`src/rtl/log_ctrl_pkg.sv`:
```
// Shared types for the sample-logging sequencer: FSM state encoding and read latency.
package log_ctrl_pkg;

    typedef enum logic [2:0] {
        StIdle    = 3'd0,
        StLog     = 3'd1,
        StDone    = 3'd2,
        StRdIssue = 3'd3,
        StRdWait  = 3'd4
    } log_state_e;

    // Cycles from an accepted read request to o_rd_valid.
    localparam int unsigned LOG_RD_LATENCY = 3;

endpackage

```
`src/rtl/log_decim.sv`:
```
// Decimation counter for log_ctrl: passes every (decim_i+1)-th valid, starting with the first.
// Only instantiated when LOG_DECIM_EN is defined.
module log_decim (
    input  logic       clk_i,
    input  logic       rst_ni,
    input  logic       clear_i,
    input  logic       en_i,
    input  logic       valid_i,
    input  logic [7:0] decim_i,
    output logic       valid_o
);

    logic [7:0] cnt_q, cnt_d;

    assign valid_o = en_i & valid_i & (cnt_q == 8'd0);

    always_comb begin
        cnt_d = cnt_q;
        if (clear_i) begin
            cnt_d = 8'd0;
        end else if (en_i && valid_i) begin
            cnt_d = (cnt_q == decim_i) ? 8'd0 : cnt_q + 8'd1;
        end
    end

    always_ff @(posedge clk_i or negedge rst_ni) begin
        if (!rst_ni) begin
            cnt_q <= 8'd0;
        end else begin
            cnt_q <= cnt_d;
        end
    end

endmodule

```
`src/rtl/log_ctrl.sv`:
```
// Sample-logging RAM sequencer: captures valid samples into RAM, then serves single-word reads.
// Optional decimation of the sample stream is enabled by defining LOG_DECIM_EN.
module log_ctrl
    import log_ctrl_pkg::*;
#(
    parameter int unsigned RAM_DEPTH = 32768,
    parameter int unsigned NB_ADDR   = 15,
    parameter int unsigned RAM_WIDTH = 32
) (
    input  logic                 clock,
    input  logic                 i_reset,
    input  logic                 i_start,
    input  logic                 i_abort,
    input  logic                 i_sample_valid,
    input  logic [RAM_WIDTH-1:0] i_sample,
    input  logic                 i_rd_req,
    input  logic [NB_ADDR-1:0]   i_rd_addr,
`ifdef LOG_DECIM_EN
    input  logic [7:0]           i_decim,
`endif
    output logic                 o_ram_we,
    output logic                 o_ram_re,
    output logic [NB_ADDR-1:0]   o_ram_addr,
    output logic [RAM_WIDTH-1:0] o_ram_wdata,
    input  logic [RAM_WIDTH-1:0] i_ram_rdata,
    output logic [RAM_WIDTH-1:0] o_rd_data,
    output logic                 o_rd_valid,
    output logic                 o_busy,
    output logic                 o_done,
    output logic [NB_ADDR:0]     o_count,
    output logic [2:0]           o_state
);

    localparam logic [NB_ADDR:0] CountOne  = (NB_ADDR + 1)'(1);
    localparam logic [NB_ADDR:0] CountFull = (NB_ADDR + 1)'(RAM_DEPTH);

    log_state_e             state_q, state_d;
    logic [NB_ADDR:0]       count_q, count_d;
    logic                   we_q, we_d;
    logic                   re_q, re_d;
    logic [NB_ADDR-1:0]     addr_q, addr_d;
    logic [RAM_WIDTH-1:0]   wdata_q, wdata_d;
    logic [RAM_WIDTH-1:0]   rd_data_q, rd_data_d;
    logic                   rd_valid_q, rd_valid_d;
    logic                   busy_q, busy_d;
    logic                   done_q, done_d;
    logic                   start_d1_q;
    logic                   armed_q;
    logic                   start_edge;
    logic                   log_valid;

    // armed_q blocks the first cycle after reset so a start level held through release is no edge.
    assign start_edge = i_start & ~start_d1_q & armed_q;

`ifdef LOG_DECIM_EN
    logic decim_en;
    assign decim_en = (state_q == StLog) & ~i_abort;

    log_decim u_log_decim (
        .clk_i   (clock),
        .rst_ni  (i_reset),
        .clear_i (start_edge),
        .en_i    (decim_en),
        .valid_i (i_sample_valid),
        .decim_i (i_decim),
        .valid_o (log_valid)
    );
`else
    assign log_valid = i_sample_valid;
`endif

    always_comb begin
        state_d    = state_q;
        count_d    = count_q;
        we_d       = 1'b0;
        re_d       = 1'b0;
        addr_d     = addr_q;
        wdata_d    = wdata_q;
        rd_data_d  = rd_data_q;
        rd_valid_d = 1'b0;

        unique case (state_q)
            StIdle: begin
                if (start_edge && !i_abort) begin
                    state_d = StLog;
                    count_d = '0;
                end
            end
            StLog: begin
                // Abort wins over a coincident sample; that sample is dropped.
                if (i_abort) begin
                    state_d = StDone;
                end else if (log_valid) begin
                    we_d    = 1'b1;
                    addr_d  = count_q[NB_ADDR-1:0];
                    wdata_d = i_sample;
                    count_d = count_q + CountOne;
                    if (count_d == CountFull) begin
                        state_d = StDone;
                    end
                end
            end
            StDone: begin
                if (start_edge && !i_abort) begin
                    state_d = StLog;
                    count_d = '0;
                end else if (i_rd_req) begin
                    state_d = StRdIssue;
                    re_d    = 1'b1;
                    addr_d  = i_rd_addr;
                end
            end
            StRdIssue: begin
                state_d = StRdWait;
            end
            StRdWait: begin
                rd_data_d  = i_ram_rdata;
                rd_valid_d = 1'b1;
                state_d    = StDone;
            end
            default: begin
                state_d = StIdle;
            end
        endcase

        busy_d = (state_d == StLog);
        done_d = (state_d == StDone) || (state_d == StRdIssue) || (state_d == StRdWait);
    end

    always_ff @(posedge clock or negedge i_reset) begin
        if (!i_reset) begin
            state_q    <= StIdle;
            count_q    <= '0;
            we_q       <= 1'b0;
            re_q       <= 1'b0;
            addr_q     <= '0;
            wdata_q    <= '0;
            rd_data_q  <= '0;
            rd_valid_q <= 1'b0;
            busy_q     <= 1'b0;
            done_q     <= 1'b0;
            start_d1_q <= 1'b0;
            armed_q    <= 1'b0;
        end else begin
            state_q    <= state_d;
            count_q    <= count_d;
            we_q       <= we_d;
            re_q       <= re_d;
            addr_q     <= addr_d;
            wdata_q    <= wdata_d;
            rd_data_q  <= rd_data_d;
            rd_valid_q <= rd_valid_d;
            busy_q     <= busy_d;
            done_q     <= done_d;
            start_d1_q <= i_start;
            armed_q    <= 1'b1;
        end
    end

    assign o_ram_we    = we_q;
    assign o_ram_re    = re_q;
    assign o_ram_addr  = addr_q;
    assign o_ram_wdata = wdata_q;
    assign o_rd_data   = rd_data_q;
    assign o_rd_valid  = rd_valid_q;
    assign o_busy      = busy_q;
    assign o_done      = done_q;
    assign o_count     = count_q;
    assign o_state     = state_q;

endmodule

```
`config.mk`:
```
export PLATFORM = sky130hd
export DESIGN_NAME = log_ctrl
export DESIGN_NICKNAME = d
export VERILOG_FILES = /design/src/rtl/log_ctrl_pkg.sv /design/src/rtl/log_decim.sv /design/src/rtl/log_ctrl.sv
export SDC_FILE = /design/constraint.sdc
export NUM_CORES = 1
export LEC_CHECK = 0
export CAP_MARGIN = 20
export CORE_ASPECT_RATIO = 0.8
export CORE_UTILIZATION = 46
export CTS_CLUSTER_SIZE = 16
export DETAILED_ROUTE_END_ITERATION = 10
export PLACE_DENSITY = 0.95
export RECOVER_POWER = 25
export SLEW_MARGIN = 20
export SYNTH_ARGS = -nofsm -noshare
export SYNTH_HDL_FRONTEND = slang
export SYNTH_SLANG_ARGS = --single-unit
```
`constraint.sdc`:
```
create_clock -name clock -period 3.8 [get_ports clock]
set_input_delay 0.38 -clock clock [delete_from_list [all_inputs] [get_ports clock]]
set_output_delay 0.38 -clock clock [all_outputs]
set_load 0.01 [all_outputs]
```
# ---- Yosys cells after proc, flatten, opt, wreduce, memory -nomap -nowiden
# Cells that the tools add are included.
dict set report totals {
  word_cells 65
  out_inout_bits 103
  reg_bits 105
  in_bits 85
}
dict set report op_classes {
  n_addsub 1
  reduce_logical 11
  muxes 23
  eq_ne 14
  bitwise_logic 4
}
# operator n
set op_table {}
lappend op_table {{15-bit 2-to-1 mux} 4}
lappend op_table {{16-bit 2-to-1 mux} 3}
lappend op_table {{16-bit one-hot mux with 2 select lines} 1}
lappend op_table {{15-bit one-hot mux with 2 select lines} 1}
lappend op_table {{3-bit 2-to-1 mux} 6}
lappend op_table {{16-bit by 1-bit adder with 16-bit output (second input constant)} 1}
lappend op_table {{16-bit == test (second input constant)} 1}
lappend op_table {{3-bit one-hot mux with 5 select lines} 1}
lappend op_table {{3-bit by 2-bit == test with 1-bit output (second input constant)} 4}
lappend op_table {{2-bit inequality test (second input constant)} 4}
lappend op_table {{1-bit 2-to-1 mux} 7}
lappend op_table {{3-bit by 1-bit == test with 1-bit output (second input constant)} 2}
lappend op_table {{3-bit == test (second input constant)} 2}
lappend op_table {{5-bit AND reduction} 1}
lappend op_table {{4-bit AND reduction} 1}
lappend op_table {{2-bit nonzero test} 2}
lappend op_table {{3-bit logical NOT} 1}
lappend op_table {{3-bit AND reduction} 1}
lappend op_table {{1-bit bitwise AND} 2}
lappend op_table {{1-bit logical OR} 2}
lappend op_table {{2-bit by 1-bit inequality test with 1-bit output (second input constant)} 1}
lappend op_table {{1-bit NOT} 2}
lappend op_table {{2-bit OR reduction} 1}
lappend op_table {{1-bit logical AND} 1}
lappend op_table {{1-bit logical NOT} 1}

# ---- Depth between registers and ports, before layout
# Gate-level depths: netlist of run 1.
dict set report logic_depth {
  word_depth 9
  depth_mapped 9
}

# ---- Worst setup path after synthesis of run 1
# No wires, ideal clock.
dict set report synth_timing {
  path_type {reg-to-reg}
  start {register count_q[0], in the netlist o_count[0]}
  end {register busy_q, in the netlist o_busy}
  setup_time_ns 0.120
  path_slack_ns 1.730
  required_ns 3.680
  path_buffers 2
  stages_incl_launch_ff 10
  period_less_slack_ns 2.070
  arrival_time_ns 1.950
  path_cell_list {dfrtp_1 -> ha_1 -> clkbuf_1 -> and3_1 -> clkbuf_2 -> nor4_1 -> nor3_1 -> a211oi_2 -> nand3_1 -> and3_1}
}
dict set report synth_via {
  elab_chain_len 7
}
# item line_no
set synth_rtl {}
lappend synth_rtl {{start: declaration} log_ctrl.sv:38} ;# logic [NB_ADDR:0] count_q, count_d;
lappend synth_rtl {{start signal: assignment} log_ctrl.sv:146} ;# count_q <= count_d;
lappend synth_rtl {{16-bit by 1-bit adder with 16-bit output} log_ctrl.sv:97} ;# count_d = count_q + CountOne;
lappend synth_rtl {{16-bit == test} log_ctrl.sv:98} ;# if (count_d == CountFull) begin
lappend synth_rtl {{3-bit 2-to-1 mux} log_ctrl.sv:98}
lappend synth_rtl {{3-bit 2-to-1 mux} log_ctrl.sv:93} ;# end else if (log_valid) begin
lappend synth_rtl {{3-bit 2-to-1 mux} log_ctrl.sv:91} ;# if (i_abort) begin
lappend synth_rtl {{3-bit one-hot mux with 5 select lines} log_ctrl.sv:82} ;# unique case (state_q)
lappend synth_rtl {{3-bit by 1-bit == test with 1-bit output} log_ctrl.sv:126} ;# busy_d = (state_d == StLog);
lappend synth_rtl {{net busy_d} log_ctrl.sv:45} ;# logic busy_q, busy_d;
lappend synth_rtl {{end signal: assignment} log_ctrl.sv:153} ;# busy_q <= busy_d;
lappend synth_rtl {{end: declaration} log_ctrl.sv:45}
# The timed path passes the listed nets, and every way through them passes these cells.
# A chain may end at the register's enable or synchronous reset.

# ---- Worst setup path after layout of run 1
dict set report layout_timing {
  start {register state_q[0], in the netlist o_state[0]}
  end {register count_q[8], in the netlist o_count[8]}
}
dict set report layout_via {
  elab_chain_len 4
  elab_cells_between_ends 10
  cone_classes {eq/ne: 5; mux: 1; reduce/logical: 4}
}
# item line_no
set layout_rtl {}
lappend layout_rtl {{start: declaration} log_ctrl.sv:37} ;# log_state_e state_q, state_d;
lappend layout_rtl {{start signal: assignment} log_ctrl.sv:132} ;# state_q <= StIdle;
lappend layout_rtl {{start signal: assignment} log_ctrl.sv:145} ;# state_q <= state_d;
lappend layout_rtl {{3-bit by 2-bit == test with 1-bit output or 3-bit logical NOT (tied branches)} log_ctrl.sv:82}
lappend layout_rtl {{2-bit OR reduction (no line)} n/a}
lappend layout_rtl {{2-bit by 1-bit inequality test with 1-bit output (no line) or 2-bit nonzero test (tied branches)} n/a}
lappend layout_rtl {{4-bit AND reduction (no line)} n/a}
# Parallel ways exist; a longest one is shown, timed or not.

==> results of run 1 <==
[flip-flops by register name (all words and copies together), names as in the netlist]
register,flops
o_ram_addr,15
armed_q,1
o_rd_data,32
o_ram_we,1
o_count,16
o_rd_valid,1
start_d1_q,1
o_done,1
o_ram_wdata,32
o_state,3
o_ram_re,1
o_busy,1
[through the flow]
stage                       util  setup slack (ps)  std cells  hold WS, ps
after floorplan                -              1730        443        84.41
after global placement    0.6763              1138        742        456.3
after detailed placement  0.6763              1080        742        462.1
after CTS                 0.7057              1092        758        199.2
after global routing      0.7052             881.4        758        494.2
final                     0.7052              1113        758        474.6
[cells in the mapped netlist (2+ instances only)]
cell type | n | area share
o41ai_1 | 2 | 0.0038
and2_1 | 2 | 0.0027
nand4_1 | 5 | 0.0068
nand4_4 | 2 | 0.0092
o21ai_1 | 27 | 0.029
a211oi_1 | 2 | 0.0033
inv_1 | 3 | 0.0024
nor3_1 | 6 | 0.0065
o21ai_0 | 13 | 0.014
a31oi_1 | 4 | 0.0054
nand2_1 | 123 | 0.10
mux2i_1 | 16 | 0.035
and3_1 | 7 | 0.0095
nand3b_1 | 2 | 0.0033
nor4_1 | 5 | 0.0068
clkbuf_1 | 9 | 0.0073
o31ai_1 | 3 | 0.0049
ha_1 | 2 | 0.0054
nor2_1 | 13 | 0.011
buf_2 | 15 | 0.016
a21oi_1 | 9 | 0.0098
nand3_2 | 2 | 0.0043
dfrtp_1 | 105 | 0.57
mux2_2 | 32 | 0.078
xnor2_1 | 2 | 0.0038
nand3_1 | 7 | 0.0076
or3_1 | 2 | 0.0027
[critical path: cells and delay by family, from the launching register on]
kind,cells,cell delay (ps)
flip-flops,1,500
AO/OA/AOI/OAI,2,380
AND/OR/NAND/NOR,4,1110
buffers and inverters,1,540
[power breakdown]
| part | internal [mW] | total (mW) | leakage [nW] | switching, mW |
|---|---|---|---|---|
| sequential | 1.55 | 1.85 | 1.35 | 0.296 |
| clock | 0.456 | 0.892 | 0.142 | 0.436 |
| combinational | 1.14 | 1.96 | 1.53 | 0.816 |
[placed cells by master, fill, tap and decap left out, types with 4 or more instances in the layout]
cell type,synthesis,layout
clkdlybuf4s50_1,0,185
nand2_1,123,123
dfrtp_1,105,105
mux2_2,32,32
o21ai_1,27,27
mux2i_1,16,16
nor2_1,13,13
o21ai_0,13,13
a21oi_1,9,9
clkbuf_16,0,9
and3_1,7,7
nand3_1,7,7
nor3_1,6,6
nand4_1,5,5
nor4_1,5,5
a31oi_1,4,4
[path summary, 6_finish.rpt]
path,start,end,slack [ps],cells after the start
max reg2reg,o_state[0],o_count[8],1110,7
min,o_ram_wdata[7],o_ram_wdata[7],470,2
min in group asynchronous,i_reset,o_rd_data[7],520,1
max in group asynchronous,i_reset,o_rd_data[29],1640,2
min reg2reg,o_ram_wdata[7],o_ram_wdata[7],470,2
max,o_state[0],o_count[8],1110,7
[cell families (layout without fill, tap and decap cells)]
family / Yosys count / after routing
compound gates: 65 / 65
fa+ha+maj: 2 / 2
mux: 48 / 48
xor+xnor: 2 / 2
simple gates: 188 / 188
flops: 105 / 105
other cells: 1 / 1
buf+inv: 32 / 211
[final cells by class]
class                           count  area, um^2  share of cell area
Clock buffer                        9       225.2             0.03296
Clock inverter                      7       60.06            0.008790
Inverter                            4       15.01            0.002197
Multi-Input combinational cell    306        1841              0.2694
Sequential cell                   105        2628              0.3845
Tap cell                          136       170.2             0.02490
Timing Repair Buffer              191        1894              0.2772
[layer usage]
metal	GRT usage	vias to the layer above	wire, um
li1	-	1859	-
met1	0.3034	1925	4823
met2	0.4091	186	6140
met3	0.07276	17	1009
met4	0.07251	0	185
met5	0	-	0
==> parameters.txt, run 1 <==
Parameter                              Value

Yosys
  Avg Inst Size Synth ... roughly 10 um^2
  Top_reg_cell synth ... dfrtp_1
  Adder-Cell Fraction of Synth Area ... 0.005424
  Compound-gate portion of the synthesized area ... 0.08028
  Simple-gate portion of the synthesized area ... 0.1945
  Seq cells post-synth ... between 100 and 150
  Number of flops mapped to enable cells by yosys ... 0
  Fraction of the yosys area taken by sequential cells ... 0.5696
  Total nets after synthesis ... 530
  XOR/XNOR Fraction of Synth Area ... 0.003797
  Number of cells produced by synthesis ... ~440
  Yosys warning count ... 0
  Post-synthesis async set-or-reset flop share ... 1.000
  Netlist area before placement ... 0.004613 mm^2
  Multiplexer area fraction after synthesis ... 0.1128
  Largest family of logic cells by synthesized area ... simple AND/OR/NAND/NOR gates
  Library cells used by synthesis ... 50

Outcome
  Failing checks ... max-capacitance violations, max-slew violations
  Result of the run ... finished with violations

Final layout
  Final cell area excluding filler cells ... around 0.0068 mm^2
  Fraction of layout cells with a size suffix above 1 ... 0.1061
  Total Nets Final ... just over 700
  Number of fillers in the final layout ... about 700
  Diode insertion count for antenna repair ... 0
  Synth-to-Final Area Change ... 48.11%

Clock tree
  Postcts setup bufs ... 0
  Hold bufs inserted after CTS ... 0
  Number of buffers between clock root and the deepest sink ... 2
  CTS buffer count ... 9
  Clock H-tree levels ... 3
  Latest clock arrival within the worst-skew pair ... 340 ps
  Root Buffer Master ... clkbuf_16
  Clock slew seen by the registers of the worst setup and hold paths ... 70 ps
  Post-cts repair resize count ... 0
  CTS tree ... yes
  Clock sinks ... roughly 110

Route
  Remaining number of nets flagged by the antenna check after routing ... 0
  Total number of vias ... around 4,000
  Average via count per standard cell ... between 5 and 6
  Detailed-router iteration count before antenna repair ... 4
  Post-detailed-route DRC marker count ... 0
  Iter 0 DRT Violations ... 212
  DRT Wirelength ... 12,160 um
  Routed wire length per instance ... between 15 and 20 um

STA
  Transition at the pin with the smallest max-transition slack ... ~1800 ps
  Final count of hold timing violations ... 0
  Crit share post-route ... 0.7071
  Achievable frequency ... 372.2 MHz
  Max-slew violation count ... 74
  Headroom to the max-slew limit ... -0.1968
  Setup TNS ... 0 ps
  Unrepaired setup endpoints after global routing ... no
  Post-layout min period ... 2687 ps
  Fin Clk Skew ... approximately 3.9 ps
  Setup violators final ... 0

Flow run
  Number of violations of the max-capacitance limit ... 1

Worst setup path
  CP Max Fanout ... 46
  Delay of the slowest cell on the worst path ... approximately 540 ps
  Worst endpoint data arrival time ... 2900 ps
  Critical path's slowest cell ... inv_2
  Worst Setup Path Type ... reg2reg
  Critical path launch point type ... flip-flop
  Cell-by-cell listing of the critical path ... or3b_1 -> nor2_1 -> nand2_2 -> inv_2 -> nor2_1 -> o21ai_0 -> o21ai_0
  Required time worst endpoint ... roughly 4000 ps
  Type of destination of the critical path ... flip-flop

Floorplan
  Initial standard-cell utilization of the core ... 0.4761
  FP Rows ... 32
  Height of the die ... ~92 um
  Die Outline Area ... 0.01044 mm^2
  Number of top-level design ports ... about 190
  Horizontal die dimension ... between 100 and 150 um
  Area inside the core boundary ... between 0.009 and 0.01 mm^2

Placed design
  Final weighted congestion in routability-driven placement ... roughly 0.88
  Sum of net half-perimeters after detailed placement ... roughly 8700 um
  Placement Cell Area ... 0.006553 mm^2
  Quantity of I/O buffers inserted on ports ... ~190

Power
  Peak supply drop ... approximately 420 uV
  Ratio of total power to cell area ... roughly 700 mW/mm^2
  Post-route total power ... roughly 4.7 mW
  Leakage Power ... about 3.0 nW

GRT
  Via count of the first global-routing pass ... 3,987
  Number of antenna violations at the first check in global routing ... 0
  Overall global routing resource usage ... 0.2439
  Global-route wire length before repair ... between 15,000 and 20,000 um
  Overflow left after global routing ... 0
  Maximum number of pins on one net before global-route repair ... 74

Worst hold path
  Path type of the worst min-delay path ... reg2reg
Note: power is estimated with default switching activity, not from simulation.
==> run 2, diff against run 1 <==
CORE_UTILIZATION = 39   (was 46)
PLACE_DENSITY = 0.89   (was 0.95)
clock period = 2.3 ns   (was 3.8 ns; I/O delays follow)
==> parameters.txt, run 2 (synthesized netlist as in run 1, its figures left out) <==
Parameter                              Value

Outcome
  Result of the run ... completed

GRT
  Via count of the first global-routing pass ... around 4,000
  Overflow left after global routing ... 0
  Global-route wire length before repair ... between 15,000 and 20,000 um
  Maximum number of pins on one net before global-route repair ... 53
  Overall global routing resource usage ... 0.2085
  Number of antenna violations at the first check in global routing ... 0

Power
  Peak supply drop ... ~730 uV
  Ratio of total power to cell area ... ~1100 mW/mm^2
  Post-route total power ... 7.894 mW
  Leakage Power ... 3.100 nW

Floorplan
  Height of the die ... approximately 99 um
  Horizontal die dimension ... 123.6 um
  Area inside the core boundary ... 0.01152 mm^2
  Initial standard-cell utilization of the core ... 0.4005
  Die Outline Area ... 0.01227 mm^2
  Number of top-level design ports ... ~190
  FP Rows ... 35

Clock tree
  Latest clock arrival within the worst-skew pair ... roughly 350 ps
  CTS tree ... yes
  Number of buffers between clock root and the deepest sink ... 2
  Root Buffer Master ... clkbuf_16
  Clock slew seen by the registers of the worst setup and hold paths ... 80 ps
  Postcts setup bufs ... 0
  Clock sinks ... approximately 110
  CTS buffer count ... 9
  Clock H-tree levels ... 3

Worst setup path
  Crit. Startpoint ... o_count[4]
  Type of destination of the critical path ... flip-flop
  Critical path launch point type ... flip-flop
  Worst endpoint data arrival time ... around 2400 ps
  Worst Setup Path Type ... reg2reg
  Required time worst endpoint ... roughly 2500 ps
  Crit Reg-Reg Startpoint ... o_count[4]
  CP Max Fanout ... 10
  Count of cells along the worst register-to-register path ... 6

Route
  Average via count per standard cell ... roughly 5.1
  Routed wire length per instance ... 15.74 um
  Iter 0 DRT Violations ... about 170
  Detailed-router iteration count before antenna repair ... 5
  Post-detailed-route DRC marker count ... 0
  Remaining number of nets flagged by the antenna check after routing ... 0
  DRT Wirelength ... about 12,000 um
  Total number of vias ... slightly above 4,000

Final layout
  Synth-to-Final Area Change ... 51.91%
  Top library cells by usage in the layout, fill and taps aside ... 185 x clkdlybuf4s50_1, 123 x nand2_1, 104 x dfrtp_1
  Most common cell after layout, fill and taps aside ... clkdlybuf4s50_1
  Number of fillers in the final layout ... around 900
  Diode insertion count for antenna repair ... 0
  Final design utilization ... 0.6085
  Total Nets Final ... 719
  Fraction of layout cells with a size suffix above 1 ... 0.1272
  Combined flip-flop and latch cell area ... about 0.0026 mm^2
  Combined area of the multi-input logic cells ... between 0.0015 and 0.002 mm^2

STA
  Setup TNS ... 0 ps
  Fin Clk Skew ... around 13 ps
  Post-layout min period ... roughly 2100 ps
  Setup violators final ... 0
  Crit share post-route ... 0.9183
  Unrepaired setup endpoints after global routing ... no
  Headroom to the max-slew limit ... 0.3628
  Max-slew violation count ... 0
  Achievable frequency ... 473.5 MHz
  Transition at the pin with the smallest max-transition slack ... 952.3 ps
  Final count of hold timing violations ... 0

Worst hold path
  Min-delay src ... i_sample[2]
  Path type of the worst min-delay path ... in2reg
  Hold Crit Depth ... 3

Flow run
  Number of violations of the max-capacitance limit ... 0

Placed design
  Sum of net half-perimeters after detailed placement ... 8925 um
  Quantity of I/O buffers inserted on ports ... 187
  Final weighted congestion in routability-driven placement ... approximately 0.85
run 2: changes by cell type in the layout (fill, tap and decap cells not counted), sizes merged:
cell / change
buf: +13
clkbuf: +1
clkinv: -2
clkinvlp: +1
dlygate4sd3: +1
inv: +1
run 2: area by class of cell:
| cell class | count | area share |
|---|---|---|
| Multi-Input combinational cell | 306 | 0.2630 |
| Sequential cell | 105 | 0.3751 |
| Clock buffer | 9 | 0.03214 |
| Clock inverter | 7 | 0.01107 |
| Timing Repair Buffer | 206 | 0.2901 |
| Tap cell | 148 | 0.02642 |
| Inverter | 4 | 0.002142 |
run 2: power by group:
| part | switching (mW) | internal [mW] | total, mW |
|---|---|---|---|
| clock network | 0.753 | 0.773 | 1.53 |
| logic | 1.42 | 1.96 | 3.38 |
| registers | 0.420 | 2.57 | 2.99 |
run 2: timing repair:
action | CTS | global route
gates resized for setup | 0 | 2
hold buffers | 1 | 0
setup endpoints to repair | 0 | 3
hold endpoints to repair | 34 | 0
run 2: final timing paths:
kind / to / slack (ps)
setup / recovery: o_busy / 190
hold / removal: o_ram_wdata[2] / 410
hold reg to reg: o_ram_wdata[15] / 480
max in group asynchronous: o_count[1] / 560
min in group asynchronous: o_ram_addr[10] / 530
setup reg to reg: o_busy / 190
run 2: metal layers:
metal / routed length (um) / vias up / global-route usage
li1: - / 1900 / -
met4: 215 / 0 / 0.07044
met1: 5049 / 1925 / 0.2575
met5: 0 / - / 0
met3: 1183 / 21 / 0.06250
met2: 5907 / 194 / 0.3462
run 2: critical path, stage by stage (launching register included):
cell and delay [ps]:
dfrtp_1 590, nand4_4 260, nor4_4 420, nand3_2 140, a211oi_2 230, nand3_1 160, and3_1 210
run 2: metrics by stage:
stage	cell area, um^2	setup slack, ps	hold WS (ps)	std cells
after detailed placement	6710	144.8	216.4	768
final	7008	188.0	408.8	785
after global routing	7008	67.96	417.6	785
after global placement	6710	221.6	207.9	768
after floorplan	4613	230.2	-65.59	443
after CTS	7023	88.69	367.8	785
==> run 3, diff against run 2 <==
CORE_UTILIZATION = 40   (was 39)
CTS_BUF_LIST = sky130_fd_sc_hd__clkbuf_4 sky130_fd_sc_hd__clkbuf_8   (was not set)
PLACE_DENSITY = 0.9   (was 0.89)
clock period = 1.8 ns   (was 2.3 ns; I/O delays follow)
==> parameters.txt, run 3 (synthesized netlist as in run 1, its figures left out) <==
Parameter                              Value

STA
  Crit share post-route ... 1.084
  Post-layout min period ... ~2000 ps
  Max-slew violation count ... 0
  Worst Slack Setup Final ... -150.9 ps
  Headroom to the max-slew limit ... 0.3476
  Fin Clk Skew ... between 10 and 15 ps
  Fin Hold WS ... 305.8 ps
  Transition at the pin with the smallest max-transition slack ... about 980 ps
  Final count of hold timing violations ... 0
  Unrepaired setup endpoints after global routing ... yes
  Achievable frequency ... about 510 MHz
  Setup violators final ... 9

Route
  Remaining number of nets flagged by the antenna check after routing ... 0
  Routed wire length per instance ... between 15 and 20 um
  Post-detailed-route DRC marker count ... 0
  Iter 0 DRT Violations ... 190
  DRT Wirelength ... roughly 15,000 um
  Average via count per standard cell ... roughly 5.3
  Total number of vias ... 4,446
  Detailed-router iteration count before antenna repair ... 4

GRT
  Global-route wire length before repair ... 21,430 um
  Maximum number of pins on one net before global-route repair ... 46
  Via count of the first global-routing pass ... approximately 4,500
  Number of antenna violations at the first check in global routing ... 0
  Overall global routing resource usage ... 0.2298
  Overflow left after global routing ... 0

Power
  Internal power of the cells ... 6.568 mW
  Power share of the combinational group ... 0.473
  NetSw ... 3.470 mW
  Ratio of total power to cell area ... 1316 mW/mm^2
  Fraction of power spent switching nets ... 0.3457
  Peak supply drop ... 741.0 uV
  Portion of total power attributed to sequential cells ... 0.382
  Leakage Power ... approximately 3.5 nW
  Clock share of power ... 0.145

Worst setup path
  Count of cells along the worst register-to-register path ... 7
  Worst endpoint data arrival time ... around 2300 ps
  Worst Setup Path Type ... reg2reg
  Critical path launch point type ... flip-flop
  Type of destination of the critical path ... flip-flop
  Required time worst endpoint ... between 2000 and 2500 ps
  CP Max Fanout ... 7

Final layout
  Top library cells by usage in the layout, fill and taps aside ... 181 x clkdlybuf4s50_1, 122 x nand2_1, 97 x dfrtp_1
  Fraction of layout cells with a size suffix above 1 ... 0.2471
  Post-route insts no fill ... around 830
  Total Nets Final ... 770
  Most common cell after layout, fill and taps aside ... clkdlybuf4s50_1
  Synth-to-Final Area Change ... 65.34%
  Diode insertion count for antenna repair ... 0

Clock tree
  Clock H-tree levels ... 3
  Number of buffers between clock root and the deepest sink ... 2
  Root Buffer Master ... clkbuf_8
  CTS tree ... yes
  CTS buffer count ... 9
  Clock slew seen by the registers of the worst setup and hold paths ... between 100 and 150 ps
  Latest clock arrival within the worst-skew pair ... 390 ps
  Clock sinks ... around 110

Floorplan
  Height of the die ... between 90 and 100 um
  Initial standard-cell utilization of the core ... 0.4171
  Horizontal die dimension ... 122.1 um
  Die Outline Area ... ~0.012 mm^2
  FP Rows ... 34
  Number of top-level design ports ... 188
  Area inside the core boundary ... around 0.011 mm^2

Flow run
  Number of violations of the max-capacitance limit ... 0

Placed design
  Setup WS pre-CTS ... -362.1 ps
  Quantity of I/O buffers inserted on ports ... roughly 190
  Placed cells ... 802
  Sum of net half-perimeters after detailed placement ... between 9000 and 10,000 um
  Final weighted congestion in routability-driven placement ... 0.8385

Outcome
  Failing checks ... negative setup slack
  Result of the run ... finished with violations

Worst hold path
  Path type of the worst min-delay path ... in2reg
  Hold Crit Depth ... 3
[run 3: layout make-up]
class,count,area [um^2]
multi-input cells,306,2078
repair buffers,257,2520
well taps,144,180.2
fillers,760,3433
flip-flops and latches,105,2638
clock buffers,9,123.9
clock inverters,7,70.07
inverters,4,17.52
[run 3: power by group through the flow]
stage	clock network [mW]	registers [mW]	logic, mW
final	1.46	3.84	4.75
after global routing	1.60	3.94	5.08
after CTS	1.48	3.83	4.60
after detailed placement	0	3.85	4.53
after global placement	0	3.78	4.39
after floorplan	0	4.27	1.35
[run 3: worst max-delay path, stage by stage (launching register included)]
cell	delay (ps)
dfrtp_1	460
nand4_4	290
nor4_4	430
nor3_2	100
a211oi_2	220
nand3_2	150
buf_6	140
nand3b_1	90
[run 3: worst paths after layout]
| kind | start | to | slack (ps) |
|---|---|---|---|
| setup reg to reg | o_count[5] | o_done | -150 |
| hold / removal | i_sample[10] | o_ram_wdata[10] | 310 |
| max in group asynchronous | i_reset | o_done | 190 |
| setup / recovery | o_count[5] | o_done | -150 |
| hold reg to reg | o_ram_wdata[12] | o_ram_wdata[12] | 490 |
| min in group asynchronous | i_reset | o_rd_data[23] | 480 |
[run 3: metrics by stage]
step | power [mW] | util | setup TNS, ps | instance area (um^2)
after floorplan | 5.627 | - | -138.6 | 4661
after global placement | 8.171 | 0.6357 | -3762 | 7032
after detailed placement | 8.384 | 0.6357 | -7945 | 7032
after CTS | 9.915 | 0.6656 | -5.438 | 7362
after global routing | 10.63 | 0.6896 | -7476 | 7627
final | 10.04 | 0.6896 | -592.6 | 7627
[run 3: routing by layer]
layer / wire length (um) / part of all wire / up-vias / track usage
met5: 0 / 0 / - / 0
li1: - / - / 1999 / -
met2: 7468 / 0.50 / 262 / 0.3911
met3: 1427 / 0.096 / 30 / 0.06425
met4: 327 / 0.022 / 0 / 0.08912
met1: 5705 / 0.38 / 2155 / 0.2747
[run 3: repair_timing]
action,CTS,global route
gates cloned,0,2
resized for setup,21,44
hold endpoints to repair,35,0
hold buffers,1,0
buffers inserted,3,8
pin swaps,5,12
setup endpoints to repair,34,42
